## config.mk

```make
export PLATFORM = sky130hd
export DESIGN_NAME = vga_timing_gen
export DESIGN_NICKNAME = d
export VERILOG_FILES = /design/src/rtl/vga_timing_gen.sv
export SDC_FILE = /design/constraint.sdc
export NUM_CORES = 1
export LEC_CHECK = 0
export ABC_AREA = 0
export BUFFER_PORTS_ARGS = -buffer_cell sky130_fd_sc_hd__buf_2
export CORE_MARGIN = 2
export CORE_UTILIZATION = 55
export DETAILED_ROUTE_END_ITERATION = 6
export PLACE_DENSITY = 0.88
export SKIP_CTS_REPAIR_TIMING = 1
export SLEW_MARGIN = 10
export SYNTH_ARGS = -nofsm -noshare
export SYNTH_HDL_FRONTEND = slang
export SYNTH_SLANG_ARGS = --single-unit
```

## constraint.sdc

```tcl
create_clock -name vga_clk -period 2.6 [get_ports vga_clk]
set_clock_uncertainty 0.2 [all_clocks]
set_input_delay 0.26 -clock vga_clk [delete_from_list [all_inputs] [get_ports vga_clk]]
set_output_delay 0.26 -clock vga_clk [all_outputs]
set_load 0.005 [all_outputs]
```

## src/rtl/vga_timing_gen.sv

```systemverilog
// ---------------------------------------------------------------------------
// vga_timing_gen
//   Raster timing generator for 640x480@60 VGA, clocked by the pixel clock.
//   Produces the scan position, display enable, active-low syncs and
//   line/frame markers consumed by the sprite/background renderers.
//
//   The renderers read ROM on the negedge and register colour on the posedge,
//   so their colour lags DrawX by one more cycle than a plain decode would.
//   hs/vs are therefore pushed through a SYNC_DELAY-deep shift register so
//   they line up with the colour actually leaving the renderers.
//
// Ports
//   vga_clk      in   1   pixel clock, all logic on posedge
//   reset        in   1   asynchronous active-high reset
//   DrawX        out  10  current column 0..H_TOTAL-1 (not clamped in porch)
//   DrawY        out  10  current row    0..V_TOTAL-1
//   blank        out  1   1 = visible pixel, 0 = blanking
//   hs           out  1   horizontal sync, active low, SYNC_DELAY late
//   vs           out  1   vertical sync, active low, SYNC_DELAY late
//   line_start   out  1   pulse while DrawX == 0
//   frame_start  out  1   pulse while DrawX == 0 && DrawY == 0
//   frame_count  out  16  completed frames, wraps 0xFFFF -> 0
//
// SYNC_DELAY is meaningful in the range 0..3.
// ---------------------------------------------------------------------------
module vga_timing_gen #(
  parameter int H_VISIBLE  = 640,
  parameter int H_FP       = 16,
  parameter int H_SYNC     = 96,
  parameter int H_BP       = 48,
  parameter int V_VISIBLE  = 480,
  parameter int V_FP       = 10,
  parameter int V_SYNC     = 2,
  parameter int V_BP       = 33,
  parameter int SYNC_DELAY = 1
) (
  input  logic        vga_clk,
  input  logic        reset,
  output logic [9:0]  DrawX,
  output logic [9:0]  DrawY,
  output logic        blank,
  output logic        hs,
  output logic        vs,
  output logic        line_start,
  output logic        frame_start,
  output logic [15:0] frame_count
);

  localparam int H_TOTAL = H_VISIBLE + H_FP + H_SYNC + H_BP;
  localparam int V_TOTAL = V_VISIBLE + V_FP + V_SYNC + V_BP;

  // Decode constants, all sized to the 10-bit counters.
  localparam logic [9:0] C_H_LAST = 10'(H_TOTAL - 1);
  localparam logic [9:0] C_V_LAST = 10'(V_TOTAL - 1);
  localparam logic [9:0] C_H_VIS  = 10'(H_VISIBLE);
  localparam logic [9:0] C_V_VIS  = 10'(V_VISIBLE);
  localparam logic [9:0] C_HS_BEG = 10'(H_VISIBLE + H_FP);
  localparam logic [9:0] C_HS_END = 10'(H_VISIBLE + H_FP + H_SYNC);
  localparam logic [9:0] C_VS_BEG = 10'(V_VISIBLE + V_FP);
  localparam logic [9:0] C_VS_END = 10'(V_VISIBLE + V_FP + V_SYNC);

  // -------------------------------------------------------------------------
  // Raster counters
  // -------------------------------------------------------------------------
  logic [9:0] r_hc;
  logic [9:0] r_vc;
  logic       w_h_wrap;
  logic       w_v_wrap;

  // Equality compares: with legal parameters the counters never reach 1023,
  // so wrap is purely the terminal-count match.
  assign w_h_wrap = (r_hc == C_H_LAST);
  assign w_v_wrap = (r_vc == C_V_LAST);

  always_ff @(posedge vga_clk or posedge reset) begin
    if (reset) begin
      r_hc <= '0;
      r_vc <= '0;
    end else if (w_h_wrap) begin
      r_hc <= '0;
      r_vc <= w_v_wrap ? 10'd0 : r_vc + 10'd1;
    end else begin
      r_hc <= r_hc + 10'd1;
    end
  end

  // -------------------------------------------------------------------------
  // Position decode (feeds the single output register stage)
  // -------------------------------------------------------------------------
  logic w_vis;
  logic w_hs_raw;
  logic w_vs_raw;
  logic w_line;
  logic w_frame;

  assign w_vis    = (r_hc < C_H_VIS) && (r_vc < C_V_VIS);
  assign w_hs_raw = !((r_hc >= C_HS_BEG) && (r_hc < C_HS_END));
  assign w_vs_raw = !((r_vc >= C_VS_BEG) && (r_vc < C_VS_END));
  assign w_line   = (r_hc == 10'd0);
  assign w_frame  = (r_hc == 10'd0) && (r_vc == 10'd0);

  // -------------------------------------------------------------------------
  // Output stage: everything here is coincident and one cycle behind hc/vc.
  // -------------------------------------------------------------------------
  logic [9:0] r_drawx;
  logic [9:0] r_drawy;
  logic       r_blank;
  logic       r_line;
  logic       r_frame;

  always_ff @(posedge vga_clk or posedge reset) begin
    if (reset) begin
      r_drawx <= '0;
      r_drawy <= '0;
      r_blank <= 1'b0;
      r_line  <= 1'b0;
      r_frame <= 1'b0;
    end else begin
      r_drawx <= r_hc;
      r_drawy <= r_vc;
      r_blank <= w_vis;
      r_line  <= w_line;
      r_frame <= w_frame;
    end
  end

  // -------------------------------------------------------------------------
  // Sync delay line. Stage 0 is coincident with DrawX; the outputs tap stage
  // SYNC_DELAY. All stages reset to the inactive (high) level so no spurious
  // sync pulse leaks out after reset release.
  // -------------------------------------------------------------------------
  logic [SYNC_DELAY:0] r_hs_pipe;
  logic [SYNC_DELAY:0] r_vs_pipe;

  always_ff @(posedge vga_clk or posedge reset) begin
    if (reset) begin
      r_hs_pipe <= '1;
      r_vs_pipe <= '1;
    end else begin
      r_hs_pipe[0] <= w_hs_raw;
      r_vs_pipe[0] <= w_vs_raw;
      for (int i = 1; i <= SYNC_DELAY; i++) begin
        r_hs_pipe[i] <= r_hs_pipe[i-1];
        r_vs_pipe[i] <= r_vs_pipe[i-1];
      end
    end
  end

  // -------------------------------------------------------------------------
  // Frame counter. The first (0,0) after reset opens frame 0 rather than
  // completing one, so r_started suppresses that single increment.
  // -------------------------------------------------------------------------
  logic [15:0] r_fcnt;
  logic        r_started;

  always_ff @(posedge vga_clk or posedge reset) begin
    if (reset) begin
      r_fcnt    <= '0;
      r_started <= 1'b0;
    end else if (w_frame) begin
      r_started <= 1'b1;
      if (r_started) r_fcnt <= r_fcnt + 16'd1;
    end
  end

  assign DrawX       = r_drawx;
  assign DrawY       = r_drawy;
  assign blank       = r_blank;
  assign line_start  = r_line;
  assign frame_start = r_frame;
  assign hs          = r_hs_pipe[SYNC_DELAY];
  assign vs          = r_vs_pipe[SYNC_DELAY];
  assign frame_count = r_fcnt;

endmodule

```

; ---- Word level (Yosys, flattened, before mapping)
; Cells that the tools add are included.
[totals]
input_bits = 2
out_inout_bits = 41
ff_bits = 64
elab_cells = 33
[op_classes]
order_cmp = 6
n_addsub = 3
muxes = 2
n_eq_ne = 2
reduce_logical = 9
[ops]
columns = op, count
row1 = adder 10 x 1 -> 10 bit (second input constant), 2
row2 = == test 10 bit (second input constant), 2
row3 = logical NOT 10 bit, 2
row4 = < comparator 10 bit (second input constant), 2
row5 = < comparator 10 x 9 -> 1 bit (second input constant), 2
row6 = 2-to-1 mux 10 bit, 2
row7 = adder 16 x 1 -> 16 bit (second input constant), 1
row8 = greater-or-equal comparator 10 bit (second input constant), 1
row9 = greater-or-equal comparator 10 x 9 -> 1 bit (second input constant), 1
row10 = logical AND 1 bit, 4
row11 = logical NOT 1 bit, 2
row12 = AND reduction 2 bit, 1

; ---- Logic depth before layout (Yosys ltp)
; Gate-level depths: netlist of run 1.
[depth]
word_depth = 3
mapped_depth = 7
depth_no_buf = 6

; ---- Worst setup path after synthesis of run 1
; No wires, ideal clock.
[synth_timing]
path_kind = flip-flop to flip-flop
start = register r_hc[0]
end = register r_vc[4]
stages_incl_launch_ff = 7
path_buffers = 1
slack_ns = 0.757
synth_period_minus_slack_ns = 1.843
setup_ns = 0.125
arrival_ns = 1.519
required_ns = 2.275
cell_sequence = dfrtp_1 > ha_1 > and3_1 > and3_1 > clkbuf_2 > nand2_1 > mux2_2
[synth_via]
elab_chain_len = 1
[synth_lines]
columns = element, line
row1 = "start, declared", 65  ; logic [9:0] r_hc;
row2 = "start signal, assigned", 83  ; r_hc <= r_hc + 10'd1;
row3 = == test 10 bit, 72  ; assign w_h_wrap = (r_hc == C_H_LAST);
row4 = "end signal, assigned", 81  ; r_vc <= w_v_wrap ? 10'd0 : r_vc + 10'd1;
row5 = "end, declared", 66  ; logic [9:0] r_vc;
; No other way between the ends.
; A chain may end at the register's enable or synchronous reset.

; ---- Final worst setup path of run 1
[layout_timing]
start = register r_vc[3]
end = register r_fcnt[15], in the netlist frame_count[15]
[layout_via]
elab_chain_len = 3
[layout_lines]
columns = element, line
row1 = logical NOT 10 bit, 100  ; assign w_frame = (r_hc == 10'd0) && (r_vc == 10'd0);
row2 = logical AND 1 bit, 100
row3 = AND reduction 2 bit (no source line), -
row4 = "end signal, assigned", 162  ; if (r_started) r_fcnt <= r_fcnt + 16'd1;
row5 = "end, declared", 153  ; logic [15:0] r_fcnt;
; No other way between the ends.

==> metrics, run 1 <==
Tcrit/Tclk final 0.829; Yosys warnings 0; WL/cell 14.9 um; critical path's largest stage delay 490 ps; DRT antenna net count 0; max cap viols 0; # rows 25; GRT overflow 0; Final nets between 200 and 300; Fmax around 0.46 GHz; Worst-Margin Slew ~650 ps; critical path, cell by cell nor3_1 > nand4_4 > nor4_1 > xor2_1; CP Capture Type flip-flop; CP Launch Point r_vc[3]; number of vias per cell 5.47; I/O Buffers 42; top cell type by total area after synthesis dfrtp_1; reg2reg path depth 4; RR Endpoint frame_count[15]; Layout Utilization 0.662; worst skew pair latency 340 ps; sequential share of the synthesized area 0.597; worst hold slack around 160 ps; Die ar. 5470 um^2; status finished clean; initial antenna violation count 0; Netlist cell types 40; Area growth, synth to finish 16.1%; WP data arrival 2210 ps; hpwl dp about 3500 um; Post-synth ARST share 1.00; clk root buf clkbuf_8; io pins 43; Slowest cell on crit path nor4_1; peak fanout along the critical path 15; count of flip-flops with a built-in enable after synthesis 0; vias between 1.5k and 2k; Final Max Slew Viols 0; Crit Path Class flip-flop to flip-flop; Buf+Inv Stages, Crit Path 0; total negative slack 0 ps; Total Wirelength 5020 um; Die X-Extent about 74 um; #FFs+latches synth 64; register clock-pin slew on the reported worst setup and hold paths 60 ps; Synth top area share 0.558; Setup WS post-layout 445 ps; Mean Syn Cell Area roughly 12 um^2; Hold Vio Cnt, Final 0; clk buf depth 2; pre-CTS setup slack between 500 and 600 ps; worst r2r src r_vc[3]; hold-critical path endpoint r_vs_pipe[1]; Synth Flop Type dfrtp_1; Die H 74.0 um; total track usage 0.207; clock sinks 64; TritonCTS clock tree yes; Core Box Area between 4000 and 5000 um^2; Antenna Cells 0; Top delay family on crit path simple AND/OR/NAND/NOR gates; worst min-delay path category flip-flop to flip-flop; Worst setup SP type flip-flop; largest net degree at the start of global routing 35; Initial Utilization 0.570; ranking of synthesized cells by area dfrtp_1, xor2_1, dfstp_2; global-route wire length before repair 8300 um; syn_nets 223; Worst Hold Launch r_vs_pipe[0]; Area after DPL 2950 um^2; fraction of layout cells with a size suffix above 1 0.296; fin crit period 2150 ps; reg-to-reg slack, setup 450 ps; # H-tree levels 3; WP data required 2660 ps; 1st-iter DRT viols 115; Power Density approximately 560 nW/um^2; drt drc 0; final setup violation count 0; Slew headroom 0.567; WHS Path Cells 0; RSZ-0062 raised after global routing false; vias in the first global route 1791; gpl congestion roughly 0.84; CTS buffer count 9; Final Cell Area 3130 um^2; P_leak 1.66 nW; Worst VDD drop 351 uV; Cells after Synth 216; mapped cell area 2690 um^2; DRT Pass-1 Iters 4
power by group:
part	leakage (nW)	switching (mW)	internal, mW
combinational	0.721	0.0189	0.00468
sequential	0.846	0	0.996
clock	0.0899	0.353	0.365
kinds of logic after synthesis:
family	after synthesis	synth area share
AO/OA/AOI/OAI	11	0.0284
adder cells (fa/ha/maj)	5	0.0232
XOR/XNOR	26	0.0846
multiplexers	3	0.0126
AND/OR/NAND/NOR	92	0.221
flip-flops	64	0.597
buffers and inverters	15	0.0330
sequential cells by signal, summed over array words and instances, names as in the netlist, 2 cells and up:
signal       cells
DrawY           10
frame_count     16
r_hc            10
r_vc            10
r_hs_pipe        2
DrawX           10
r_vs_pipe        2
metrics by stage:
step	power [mW]	std cells
floorplan	1.03	216
global placement	1.04	320
detailed placement	1.04	320
CTS	1.75	336
global route	1.79	337
finish	1.74	337
Yosys cell counts, types with 3 or more instances:
cell type  count
nor4_1         5
and4_2         3
and3_1         7
buf_6          4
dfstp_2        4
xnor2_1        7
xor2_1        19
nor3_2         3
nand2_1       15
and4_1         3
mux2_2         3
nor3_1        12
nand4_1        7
inv_1          9
ha_1           5
nand3_1       13
nor2_1         8
dfrtp_1       60
o21ai_0        3
worst max-delay path by stage:
stage                                  to  cells past startpoint
final                     frame_count[15]                      4
after detailed placement   frame_count[9]                      4
after global routing      frame_count[15]                      4
after floorplan                  DrawX[0]                      1
after CTS                  frame_count[9]                      4
after global placement     frame_count[1]                      4
per-layer routing:
layer | wire length, um | up-vias | track usage
li1 | - | 853 | -
met1 | 2160 | 915 | 0.263
met2 | 2510 | 67 | 0.327
met3 | 270 | 8 | 0.0596
met4 | 79 | 0 | 0.101
met5 | 0 | - | 0
worst reg2reg max path: stages, from the launching register on:
cell	delay, ps
dfrtp_1	470
nor3_1	430
nand4_4	290
nor4_1	500
xor2_1	190
cell type report:
type / count / area [um^2]
clock buffer: 12 / 145
sequential: 64 / 1610
clock inverter: 4 / 20.0
multi-input combinational: 137 / 996
fill: 353 / 1600
timing repair buffer: 44 / 240
inverter: 9 / 33.8
tap: 67 / 83.8
cell usage in the layout (no fill, tap or decap), types with 2 or more instances in the layout:
cell / netlist / layout
clkbuf_1: 0 / 2
and3_1: 7 / 7
nor2_1: 8 / 8
nor3b_1: 2 / 2
buf_2: 1 / 42
xnor2_1: 7 / 7
xor2_1: 19 / 19
and2_1: 2 / 2
nand3_1: 13 / 13
clkinv_2: 0 / 4
and4_2: 3 / 3
ha_1: 5 / 5
clkbuf_8: 0 / 10
mux2_2: 3 / 3
and2_2: 2 / 2
dfstp_2: 4 / 4
nand2_1: 15 / 15
dfrtp_1: 60 / 60
nor4_4: 2 / 2
inv_1: 9 / 8
nor3_2: 3 / 3
o21ai_0: 3 / 3
a21o_1: 2 / 2
and4_1: 3 / 3
nor3_1: 12 / 12
nand4_1: 7 / 7
nor4_1: 5 / 5
(Power assumes the default switching activity.)
==> run 2: changes to the inputs <==
Settings changed: ABC_AREA 0 to 1, CORE_UTILIZATION 55 to 51, PLACE_DENSITY 0.88 to 0.85.
Clock period 2.6 ns to 1.8 ns, I/O delays scaled along.
==> metrics, run 2 <==
final setup violation count 0 (unchanged); vias 2585 (was 1843); Die X-Extent 80.7 um (was 74.0 um); Die H 80.7 um (was 74.0 um); syn_nets 356 (was 223); I/O Buffers 42 (unchanged); worst skew pair latency 330 ps (was 340 ps); TritonCTS clock tree yes (unchanged); CTS buffer count 9 (unchanged); NetSw 0.538 mW (was 0.372 mW); Antenna Cells 0 (unchanged); Hold Vio Cnt, Final 0 (unchanged); io pins 43 (unchanged); drt drc 0 (unchanged); register clock-pin slew on the reported worst setup and hold paths 60 ps (about the same); initial antenna violation count 0 (unchanged); max reg flops 16 (unchanged); Netlist cell types 27 (was 40); ranking of synthesized cells by area dfrtp_1, nand2_1, inv_1 (was dfrtp_1, xor2_1, dfstp_2); Cells after Synth 349 (was 216); status finished clean (unchanged); Final Max Slew Viols 0 (unchanged); storage element area 1610 um^2 (about the same); most common cell after layout, fill and taps aside nand2_1 (was dfrtp_1); Mean Syn Cell Area 8.59 um^2 (was 12.5 um^2); Crit Path Class flip-flop to flip-flop (unchanged); WP data arrival 1750 ps (was 2210 ps); P_leak 1.95 nW (was 1.66 nW); clk buf depth 2 (unchanged); Initial Utilization 0.535 (was 0.570); most frequent cell after synthesis nand2_1 (was dfrtp_1); Layout fillers 438 (was 353); Worst VDD drop 623 uV (was 351 uV); top cell type by total area after synthesis dfrtp_1 (unchanged); Slew headroom 0.604 (was 0.567); worst min-delay path category flip-flop to flip-flop (unchanged); #FFs+latches synth 64 (unchanged); Yosys warnings 0 (unchanged); Clk pwr share 0.481 (was 0.413); number of vias per cell 5.23 (was 5.47); Tcrit/Tclk final 0.960 (was 0.829); # H-tree levels 3 (unchanged); Final nets 424 (was 272); peak fanout along the critical path 8 (was 15); # rows 27 (was 25); multi-input logic area 1270 um^2 (was 996 um^2); combinational share of power 0.012 (was 0.014); hpwl dp 4420 um (was 3480 um); synth cell count leaders nand2_1, dfrtp_1, inv_1, nor2_1, nand3_1 (was dfrtp_1, xor2_1, nand2_1, nand3_1, nor3_1); Worst setup SP type flip-flop (unchanged); Power Density 759 nW/um^2 (was 556 nW/um^2); Area after DPL 3400 um^2 (was 2950 um^2); 1st-iter DRT viols 170 (was 115); WP data required 1820 ps (was 2660 ps); clock sinks 64 (unchanged); Layout Cells excl Fill 494 (was 337); GRT overflow 0 (unchanged); sequential share of the synthesized area 0.536 (was 0.597); clk root buf clkbuf_8 (unchanged); gpl congestion 0.898 (was 0.839); Total Wirelength 6570 um (was 5020 um); fin crit period 1730 ps (was 2150 ps); global-route wire length before repair 10800 um (was 8300 um); DRT antenna net count 0 (unchanged); max cap viols 0 (unchanged); Area growth, synth to finish 24.6% (was 16.1%); Synth top area share 0.501 (was 0.558); Core Box Area 5610 um^2 (was 4720 um^2); Setup WS post-layout 72.3 ps (was 445 ps); P_int 2.30 mW (was 1.37 mW); CP Capture Type flip-flop (unchanged); Worst-Margin Slew 595 ps (was 649 ps); Final Cell Area 3740 um^2 (was 3130 um^2); count of flip-flops with a built-in enable after synthesis 0 (unchanged); DRT Pass-1 Iters 4 (unchanged); total track usage 0.220 (was 0.207); Sw Share 0.189 (was 0.214); Fmax 0.579 GHz (was 0.464 GHz); total negative slack 0 ps (unchanged); Die ar. 6510 um^2 (was 5470 um^2); vias in the first global route 2491 (was 1791); pre-CTS setup slack 9.49 ps (was 520 ps); mapped cell area 3000 um^2 (was 2690 um^2); fraction of layout cells with a size suffix above 1 0.275 (was 0.296); Synth Flop Type dfrtp_1 (unchanged); largest net degree at the start of global routing 65 (was 35); most frequent cells in the layout nand2_1, dfrtp_1, inv_1, buf_2, nor2_1 (was dfrtp_1, buf_2, xor2_1, nand2_1, nand3_1); sequential power share 0.507 (was 0.573); Post-synth ARST share 1.00 (unchanged); dpl cells 473 (was 320); WL/cell 13.3 um (was 14.9 um)
run 2: cell types whose count changed after synthesis, sizes merged, moves of 4 or more:
cell	change
nand3	+16
xor2	-8
and4	-6
and2	-4
and3	-8
inv	+37
nor2	+37
o21ai	+8
nor3	-5
nor4	-5
nand2	+87
run 2: metrics by stage:
stage / total power [mW] / utilization / hold slack (ps)
floorplan: 1.49 / - / 110
global placement: 1.50 / 0.606 / 89.3
detailed placement: 1.50 / 0.606 / 93.8
CTS: 2.87 / 0.645 / -265
global route: 2.94 / 0.666 / 165
finish: 2.84 / 0.666 / 158
run 2: layout make-up:
type                            count  area share
Clock buffer                       13      0.0425
Inverter                           46      0.0472
Multi-Input combinational cell    236       0.340
Clock inverter                      3      0.0174
Sequential cell                    64       0.431
Tap cell                           72      0.0241
Timing Repair Buffer               60      0.0974
run 2: path summary, 6_finish.rpt:
kind	depth (start not counted)	slack (ps)	startpoint	endpoint
min in group asynchronous	4	280	reset	frame_count[2]
min reg2reg	0	160	r_vs_pipe[0]	r_vs_pipe[1]
min	0	160	r_vs_pipe[0]	r_vs_pipe[1]
max reg2reg	9	70	r_hc[1]	frame_count[15]
max	9	70	r_hc[1]	frame_count[15]
max in group asynchronous	4	800	reset	r_vs_pipe[0]
run 2: metal layers:
metal / vias to the layer above / GRT usage / wire length (um)
met2: 103 / 0.363 / 3240
met4: 0 / 0.112 / 123
li1: 1244 / - / -
met1: 1221 / 0.266 / 2780
met3: 17 / 0.0562 / 420
met5: - / 0 / 0
run 2: power groups by stage:
stage / clock network (mW) / logic (mW) / registers [mW]
3_3_place_gp: 0 / 0.0350 / 1.47
6_report: 1.36 / 0.0353 / 1.44
3_5_place_dp: 0 / 0.0360 / 1.47
5_1_grt: 1.46 / 0.0421 / 1.44
2_1_floorplan: 0 / 0.0213 / 1.47
4_1_cts: 1.39 / 0.0358 / 1.44
run 2: worst max-delay path, stage by stage (launching register included):
cell	delay [ps]
dfrtp_1	420
inv_1	80
ha_2	180
nand3_2	80
nor2_2	100
nand2_2	90
nor2_8	200
nand2_4	120
nand2_1	90
nand2_1	50
run 2: cell families (layout without fill, tap and decap cells):
| group | Yosys count | in the layout | synth area share |
|---|---|---|---|
| AND/OR/NAND/NOR | 200 | 201 | 0.306 |
| flip-flops | 64 | 64 | 0.536 |
| buffers and inverters | 50 | 122 | 0.0659 |
| XOR/XNOR | 16 | 16 | 0.0467 |
| AO/OA/AOI/OAI | 14 | 14 | 0.0246 |
| adder cells (fa/ha/maj) | 5 | 5 | 0.0209 |
==> run 3: changes to the inputs <==
Settings changed: BUFFER_PORTS_ARGS -buffer_cell sky130_fd_sc_hd__buf_2 to default, CORE_UTILIZATION 51 to 56, DONT_BUFFER_PORTS from default to 1, PLACE_DENSITY 0.85 to 0.84.
==> metrics, run 3 (synthesis gave the netlist of run 2 again) <==
met3 GRT Util 0.0729 (was 0.0562); WL/cell 13.8 um (was 13.3 um); storage element area 1610 um^2 (about the same); number of vias per cell 5.26 (was 5.23); CTS buffer count 9 (unchanged); I/O Buffers 0 (was 42); Core Box Area 5140 um^2 (was 5610 um^2); peak fanout along the critical path 7 (was 8); Tcrit/Tclk final 0.981 (was 0.960); hpwl dp 4080 um (was 4420 um); busiest grt layer met2 (unchanged); Area growth, synth to finish 16.7% (was 24.6%); Area after DPL 3180 um^2 (was 3400 um^2); critical path, cell by cell inv_1 > ha_2 > nand3_2 > nor2_2 > nand2_2 > nor2_8 > buf_6 > nand3_1 > nand2_1 (was inv_1 > ha_2 > nand3_2 > nor2_2 > nand2_2 > nor2_8 > nand2_4 > nand2_1 > nand2_1); fraction of layout cells with a size suffix above 1 0.199 (was 0.275); Worst-Margin Slew 651 ps (was 595 ps); Power Density 747 nW/um^2 (was 759 nW/um^2); io pins 43 (unchanged); # rows 26 (was 27); Slowest cell on crit path dfrtp_1 (unchanged); Final nets 383 (was 424); DRT Pass-1 Iters 4 (unchanged); WP data arrival 1850 ps (was 1750 ps); worst min-delay path category flip-flop to flip-flop (unchanged); Final Max Slew Viols 0 (unchanged); clock sinks 64 (unchanged); Total Wirelength 6240 um (was 6570 um); RSZ-0062 raised after global routing true; max cap viols 0 (unchanged); # H-tree levels 3 (unchanged); initial antenna violation count 0 (unchanged); GRT overflow 0 (unchanged); fin crit period 1760 ps (was 1730 ps); Pwr Total 2.61 mW (was 2.84 mW); Fmax 0.567 GHz (was 0.579 GHz); Initial Utilization 0.583 (was 0.535); status finished clean (unchanged); TritonCTS clock tree yes (unchanged); most common cell after layout, fill and taps aside nand2_1 (unchanged); 1st-iter DRT viols 166 (was 170); worst r2r src r_hc[0] (was r_hc[1]); drt drc 0 (unchanged); worst skew pair latency 350 ps (was 330 ps); CP Launch Point r_hc[0] (was r_hc[1]); multi-input logic area 1280 um^2 (was 1270 um^2); final setup violation count 0 (unchanged); Worst Hold Launch r_vs_pipe[0] (unchanged); Die X-Extent 77.2 um (was 80.7 um); register clock-pin slew on the reported worst setup and hold paths 70 ps (was 60 ps); P_leak 1.71 nW (was 1.95 nW); global-route wire length before repair 10200 um (was 10800 um); Slew headroom 0.566 (was 0.604); clk buf depth 2 (unchanged); Layout fillers 409 (was 438); Crit Path Class flip-flop to flip-flop (unchanged); clk root buf clkbuf_8 (unchanged); GR Util met1 0.275 (was 0.266); critical path's largest stage delay 410 ps (was 420 ps); largest net degree at the start of global routing 65 (unchanged); Antenna Cells 0 (unchanged); vias in the first global route 2271 (was 2491); most frequent cells in the layout nand2_1, dfrtp_1, inv_1, nor2_1, nand3_1 (was nand2_1, dfrtp_1, inv_1, buf_2, nor2_1); total track usage 0.220 (about the same); vias 2374 (was 2585); Buf+Inv Stages, Crit Path 2 (was 1); Top delay family on crit path simple AND/OR/NAND/NOR gates (unchanged); Layout Utilization 0.681 (was 0.666); WP data required 1890 ps (was 1820 ps); CP Capture Type flip-flop (unchanged); Hold Vio Cnt, Final 0 (unchanged); gpl congestion 0.899 (was 0.898); met2 Use GR 0.347 (was 0.363); Worst VDD drop 637 uV (was 623 uV); total negative slack 0 ps (unchanged); Final Cell Area 3500 um^2 (was 3740 um^2); max reg flops 16 (unchanged); Worst setup SP type flip-flop (unchanged); Die H 77.2 um (was 80.7 um); DRT antenna net count 0 (unchanged); Die ar. 5960 um^2 (was 6510 um^2)
[run 3: worst register-to-register path: stages, from the launching register on]
cell	delay [ps]
dfrtp_1	410
inv_1	80
ha_2	190
nand3_2	90
nor2_2	100
nand2_2	90
nor2_8	230
buf_6	160
nand3_1	80
nand2_1	90
[run 3: where the power goes]
group / internal, mW / switching (mW) / total [mW] / leakage (nW)
logic: 0.00649 / 0.0272 / 0.0336 / 0.772
clock network: 0.611 / 0.530 / 1.14 / 0.0927
registers: 1.44 / 0 / 1.44 / 0.844
[run 3: final cells by class]
cell class / count / area share
clock buffers: 14 / 0.0493
clock inverters: 2 / 0.00357
inverters: 46 / 0.0504
multi-input cells: 236 / 0.366
flip-flops and latches: 64 / 0.460
well taps: 70 / 0.0250
repair buffers: 19 / 0.0461
[run 3: path summary, 6_finish.rpt]
kind | end | cells after the start | slack, ps
min reg2reg | r_vs_pipe[1] | 0 | 160
min | r_vs_pipe[1] | 0 | 160
max in group asynchronous | r_vs_pipe[0] | 3 | 880
min in group asynchronous | frame_count[3] | 3 | 190
max reg2reg | frame_count[8] | 9 | 40
max | frame_count[8] | 9 | 40
[run 3: metrics by stage]
stage,cells,worst slack (ps),hold slack (ps)
4_1_cts,444,10.3,-407
3_3_place_gp,428,89.3,-37.0
2_1_floorplan,349,71.3,110
6_report,451,35.1,159
5_1_grt,451,-52.4,163
3_5_place_dp,428,46.2,-35.8
[run 3: routing by layer]
layer	up-vias	wire length [um]
met4	0	171
met2	62	3040
li1	1156	-
met3	17	342
met1	1139	2690
met5	-	0
